## src/rtl/seg_display.sv

```systemverilog
// seg_display: 8-digit multiplexed hex display with a debounced go button.
// Define SEG_LEAD_ZERO_BLANK_EN to blank digits above the most significant nonzero nibble.
module seg_display #(
  parameter int REFRESH_DIV = 100000,
  parameter int DEBOUNCE_CYCLES = 1000000
) (
  input  logic        clk,
  input  logic        rst,
  input  logic        wr_en,
  input  logic [31:0] wr_data,
  input  logic        halted,
  input  logic        go_btn,
  output logic        go,
  output logic [7:0]  an,
  output logic [7:0]  seg
);
  localparam int PW = $clog2(REFRESH_DIV);
  localparam int CW = $clog2(DEBOUNCE_CYCLES);
  localparam logic [0:0] IDLE = 1'b0;
  localparam logic [0:0] PRESSED = 1'b1;
  logic [31:0]   display;
  logic [PW-1:0] pre;
  logic [2:0]    idx;
  logic          s1, s2, flip, wrap;
  logic [0:0]    state;
  logic [CW-1:0] cnt;
  logic [3:0]    nib;
  logic [6:0]    hex, seg7;
  assign wrap = pre == PW'(REFRESH_DIV - 1);
  always_ff @(posedge clk or negedge rst) begin
    if (!rst) begin
      display <= '0;
      pre <= '0;
      idx <= '0;
    end else begin
      if (wr_en) display <= wr_data;
      pre <= wrap ? '0 : pre + PW'(1);
      if (wrap) idx <= idx + 3'd1;
    end
  end
  // Debounced level doubles as the FSM state; go fires only on the IDLE->PRESSED flip.
  assign flip = (s2 != state[0]) && (cnt == CW'(DEBOUNCE_CYCLES - 1));
  always_ff @(posedge clk or negedge rst) begin
    if (!rst) begin
      s1 <= 1'b0;
      s2 <= 1'b0;
      state <= IDLE;
      cnt <= '0;
      go <= 1'b0;
    end else begin
      s1 <= go_btn;
      s2 <= s1;
      cnt <= (s2 == state[0] || flip) ? '0 : cnt + CW'(1);
      if (flip) state <= (state == IDLE) ? PRESSED : IDLE;
      go <= flip && state == IDLE && halted;
    end
  end
  assign nib = display[{idx, 2'b00} +: 4];
  always_comb begin
    case (nib)
      4'h0: hex = 7'h40;
      4'h1: hex = 7'h79;
      4'h2: hex = 7'h24;
      4'h3: hex = 7'h30;
      4'h4: hex = 7'h19;
      4'h5: hex = 7'h12;
      4'h6: hex = 7'h02;
      4'h7: hex = 7'h78;
      4'h8: hex = 7'h00;
      4'h9: hex = 7'h10;
      4'hA: hex = 7'h08;
      4'hB: hex = 7'h03;
      4'hC: hex = 7'h46;
      4'hD: hex = 7'h21;
      4'hE: hex = 7'h06;
      default: hex = 7'h0E;
    endcase
  end
`ifdef SEG_LEAD_ZERO_BLANK_EN
  logic [2:0] msd;
  always_comb begin
    msd = '0;
    for (int i = 1; i < 8; i++) if (display[4*i +: 4] != 4'h0) msd = 3'(i);
  end
  assign seg7 = (idx > msd) ? 7'h7F : hex;
`else
  assign seg7 = hex;
`endif
  assign an = ~(8'b1 << idx);
  assign seg = {~(halted && idx == 3'd0), seg7};
endmodule
```

## config.mk

```make
export PLATFORM = sky130hd
export DESIGN_NAME = seg_display
export DESIGN_NICKNAME = d
export VERILOG_FILES = /design/src/rtl/seg_display.sv
export SDC_FILE = /design/constraint.sdc
export NUM_CORES = 1
export LEC_CHECK = 0
export BUFFER_PORTS_ARGS = -buffer_cell sky130_fd_sc_hd__buf_2
export CORE_AREA = 2 2 91 93
export CTS_BUF_LIST = sky130_fd_sc_hd__clkbuf_4 sky130_fd_sc_hd__clkbuf_8 sky130_fd_sc_hd__clkbuf_16
export DETAILED_ROUTE_END_ITERATION = 8
export DIE_AREA = 0 0 93 95
export PLACE_DENSITY_LB_ADDON = 0.2
export RECOVER_POWER = 100
export SLEW_MARGIN = 20
export SYNTH_ARGS = -nofsm -noshare
export SYNTH_HDL_FRONTEND = slang
export SYNTH_SLANG_ARGS = --single-unit
```

## constraint.sdc

```tcl
create_clock -name clk -period 2.8 [get_ports clk]
set_input_delay 0.14 -clock clk [delete_from_list [all_inputs] [get_ports clk]]
set_output_delay 0.14 -clock clk [all_outputs]
set_load 0.005 [all_outputs]
```

---- Word-level counts from Yosys, hierarchy flattened ----
Memory sizes are Yosys's and may differ from the RTL's.
Index checks and enable logic that the tools add are counted.
word-level totals
  output and inout bits ................... 17
  memory bits (read-only) ................. 112
  memories ................................ 1
  bits in registers ....................... 76
  logic and storage cells ................. 30
  input bits .............................. 37
memories
  name             depth  width  read ports  clocked after memory_dff  wr ports  RTL line  RTL
  (no name shown)  16     7      1           0                         0         60        case (nib)
cells by class
  shifts and indexed selects .............. 2
  equal/unequal tests ..................... 4
  reductions and logical operators ........ 6
  add/sub/neg operators ................... 3
  mux-type cells .......................... 3
  bitwise gates (word level) .............. 3
operator list
  kind                                                                number
  32-bit by 6-bit indexed part select with 4-bit output               1
  20-bit by 1-bit adder with 20-bit output (second input constant)    1
  20-bit equality test (second input constant)                        1
  20-bit two-way mux                                                  1
  17-bit by 1-bit adder with 17-bit output (second input constant)    1
  17-bit equality test (second input constant)                        1
  17-bit two-way mux                                                  1
  8-bit NOT                                                           1
  1-bit by 3-bit << shifter with 8-bit output (first input constant)  1
  1-bit logical AND                                                   4
  3-bit by 1-bit adder with 3-bit output (second input constant)      1
  3-bit zero test                                                     1
  1-bit NOT                                                           2
  1-bit equality test                                                 1
  1-bit logical OR                                                    1
  1-bit two-way mux                                                   1
  1-bit inequality test                                               1

---- Depth between registers and ports, before layout ----
  word-level depth ........................ 4
  gate-level depth with buffers ........... 8
  gate-level depth less buffers ........... 7

---- Least setup slack after synthesis ----
OpenSTA, ideal clock, no wires.
  path kind ............................... register to output
  start point ............................. register idx[0]
  end point ............................... output port seg[4]
  path buffers ............................ 1
  arrival time ............................ 2224 ps
  path slack .............................. 436 ps
  required time ........................... 2660 ps
  cell stages (with the launch flop) ...... 8
  cell sequence ........................... dfrtp_1 -> buf_2 -> mux4_2 -> mux2i_1 -> inv_1 -> ha_1 -> mux2_2 -> o21ai_0
on the way
  longest elaborated chain between the ends .. 2
RTL lines
  element                                                RTL line  RTL
  from (decl)                                            23        logic [2:0] idx;
  from (signal assigned)                                 38        if (wrap) idx <= idx + 3'd1;
  32-bit by 6-bit indexed part select with 4-bit output  58        assign nib = display[{idx, 2'b00} +: 4];
  memory 16 x 7 bit                                      n/a
  to (decl)                                              15        output logic [7:0] seg
Every way passes these cells.

---- Worst setup path after layout ----
  start point ............................. register idx[0]
  end point ............................... output port seg[0]
The elaborated chain is that of the path after synthesis.

==> impl_metrics.csv <==
group,metric,value,unit
run_status,outcome,"finished with violations",
run_status,violations,"max-capacitance violations, max-slew violations",
global_route,overflow,0,
die,core-area,7930,um2
final_layout,drive_gt1_share,30.9,%
placement,dp_cells,477,
placement,postPlaceCellArea,4250,um2
die,pin_count,54,
final_layout,diodes,0,
timing,max-slew-margin-rel,-25.7,%
die,start_util,48.4,%
placement,gp_congestion,0.796,
power,pwr_density_cell,522,nW/um2
synth,yosys_warnings,0,
clock_tree,cts_tree,"yes",
timing,fin_ws,0.187,ns
final_layout,seq_area,1900,um2
synth,syn-cell-area,3830,um2
synth,ys_ff_latch,76,
critical_path,crit_type,"flop to primary output",
timing,slew_violations,110,
global_route,grt_pass1_wl,12.3,mm
timing,fin_skew,0.00817,ns
routing,via_per_inst,5.29,
timing,fin_crit_sh,93.3,%
die,rows,33,
critical_path,cp_data_arrival_time,2.47,ns
clock_tree,cts_sinks,76,
routing,drc,0,
final_layout,fill_cells,732,
routing,ant_nets,0,
clock_tree,h-tree-depth,3,
synth,synth-edff-count,0,
die,fp.dieW,93,um
synth,synth_seq_area_share,49.6,%
critical_path,cp_max_fo,4,
synth,syn_inst,322,
synth,syn_area_per_cell,11.9,um2
critical_path,worstPathCellList,"buf_12 > mux4_2 > mux2i_1 > inv_1 > ha_1 > and3_1 > a211o_1 > clkbuf_1",
power,peakVddDrop,0.000255,V
synth,synth_ff_type,"dfrtp_1",
critical_path,cp_top_family,"multiplexers",
critical_path,cp-end-kind,"primary output",
final_layout,multi_input_area,1810,um2
timing,hold_viol,0,
timing,finalSetupTns,0,ns
synth,synthTopCellsByArea,"dfrtp_1 (50%), mux2_2 (11%), mux4_2 (4.7%), ha_1 (4.2%), xnor2_1 (3.4%)",
flow_run,cap_violations,2,
placement,dp_slack,0.359,ns
worst_hold_path,min_path_type,"primary input to flop",
global_route,grtUsageTotal,17.8,%
placement,hpwl,5.12,mm
timing,period_minus_slack,2.61,ns
synth,synth_cell_types,43,
critical_path,critPathBufInv,3,
synth,synth_top_area_share,49.6,%
critical_path,cp-start-kind,"flop",
global_route,antenna_found_initial,0,
routing,route.final.wire_length,7.26,mm
critical_path,critPathRequiredTime,2.66,ns
routing,drtIter0Drc,85,
clock_tree,numCtsBuffers,9,
routing,vias,2628,
routing,routedWlPerCell,14.6,um
power,power.total,2.34,mW
routing,first_pass_iters,4,
synth,yosysTopAreaCell,"dfrtp_1",
global_route,grt_start_max_net_pins,77,
final_layout,nets,437,
critical_path,worst_path_max_delay_cell,"mux4_2",
timing,holdWs,0.0294,ns
synth,async_flop_share,100,%
clock_tree,clockBufferDepth,2,
timing,max_freq,0.383,GHz
placement,port-buffer-count,53,
power,p_leak,1.97,nW
die,die_h,95,um
timing,rsz0062_at_grt,"no",
timing,setup_viol,0,
final_layout,instances_no_fill,497,
clock_tree,cts_root_buffer,"clkbuf_8",
final_layout,postLayoutCellArea,4480,um2
critical_path,max_stage_delay,0.48,ns
final_layout,final_core_util,56.5,%
clock_tree,clkLatencyLatePin,0.34,ns
global_route,grt_pass1_vias,2602,
final_layout,syn_to_final_growth,16.8,%
synth,synth_fp_nets,372,
timing,tightest_slew,1.88,ns
clock_tree,clkSlewWorstSetupHoldPaths,0.08,ns
die,die_area,8840,um2
worst reg2reg max path: cells and delay by family, from the launching register on:
family	cells	cell delay, ns
compound gates	1	0.81
buf+inv	1	0.40
flops	1	0.42
simple gates	3	0.78
synth_stat cells (2+ instances only):
| library cell | n |
|---|---|
| clkbuf_1 | 3 |
| nand3_1 | 14 |
| nand2_1 | 18 |
| buf_2 | 4 |
| or3_1 | 6 |
| and3_1 | 2 |
| and4_1 | 4 |
| or2_2 | 2 |
| or4_1 | 5 |
| xnor2_1 | 15 |
| nor3_1 | 5 |
| mux4_2 | 8 |
| mux2_2 | 37 |
| xor2_1 | 14 |
| ha_1 | 13 |
| nor4_1 | 5 |
| a21oi_1 | 7 |
| nand4_1 | 5 |
| dfrtp_1 | 76 |
| o31ai_1 | 4 |
| nor2_1 | 24 |
| mux2i_1 | 8 |
| buf_1 | 4 |
| o21ai_0 | 6 |
| inv_1 | 15 |
where the power goes:
group	internal (mW)	total [mW]	leakage [nW]	switching (mW)
clock network	0.524	0.924	0.105	0.400
registers	1.15	1.18	0.966	0.0290
logic	0.126	0.235	0.899	0.109
total	1.80	2.34	1.97	0.538
flip-flops by register name (all words and copies together), names as in the netlist:
name and cells:
cnt 20, display 32, go 1, idx 3, pre 17, s1 1
s2 1, state 1
routing by layer:
| metal | up-vias | global-route usage, % | wire length [um] |
|---|---|---|---|
| met2 | 50 | 28.3 | 3410 |
| met1 | 1303 | 24.4 | 3490 |
| li1 | 1269 | - | - |
| met3 | 6 | 3.43 | 298 |
| met4 | 0 | 6.62 | 60 |
| met5 | - | 0 | 0 |
cell usage in the layout (no fill, tap or decap), drive strengths merged, types with 2 or more instances in the layout:
cell type | netlist | layout
dfrtp | 76 | 76
buf | 9 | 49
mux2 | 37 | 37
clkbuf | 3 | 25
nor2 | 24 | 24
nand2 | 18 | 18
inv | 16 | 16
xnor2 | 15 | 15
nand3 | 14 | 14
xor2 | 14 | 14
ha | 13 | 13
mux2i | 10 | 10
mux4 | 8 | 8
a21oi | 7 | 7
or3 | 7 | 7
nand4 | 7 | 7
o21ai | 6 | 6
o31ai | 5 | 5
or4 | 5 | 5
nor4 | 5 | 5
nor3 | 5 | 5
and4 | 4 | 4
clkinvlp | 0 | 3
and3 | 2 | 2
or2 | 2 | 2
bufinv | 0 | 2
dlygate4sd3 | 0 | 2
cells by family after synthesis:
logic type / share of synthesized area [%]
mux: 18.6
buf+inv: 2.97
xor+xnor: 6.62
compound gates: 3.72
flops: 49.6
fa+ha+maj: 4.24
simple gates: 14.3
final timing paths:
kind                               endpoint   startpoint  cells past startpoint  slack [ns]
worst max-delay path                 seg[0]       idx[0]                      8        0.19
worst min-delay path            display[31]  wr_data[31]                      2        0.03
worst max register to register       cnt[8]      cnt[16]                      5        0.27
worst min register to register           s2           s1                      0        0.35
max in group asynchronous            idx[0]          rst                      2        0.69
min in group asynchronous            cnt[8]          rst                      2        0.86
cell type report:
cell class                 count  share of cell area [%]
sequential                    76                    42.5
multi-input combinational    218                    40.3
timing repair buffer          66                    7.88
clock buffer                  10                    3.07
tap                          105                    2.93
clock inverter                 6                    1.96
inverter                      16                    1.34
what timing repair did:
item,4_1_cts,5_1_grt
resized for setup,1,0
hold buffers,2,0
hold endpoints to repair,77,0
setup buffers,0,2
endpoints found under the setup margin,1,2
Power figures use the tool's default switching activity.
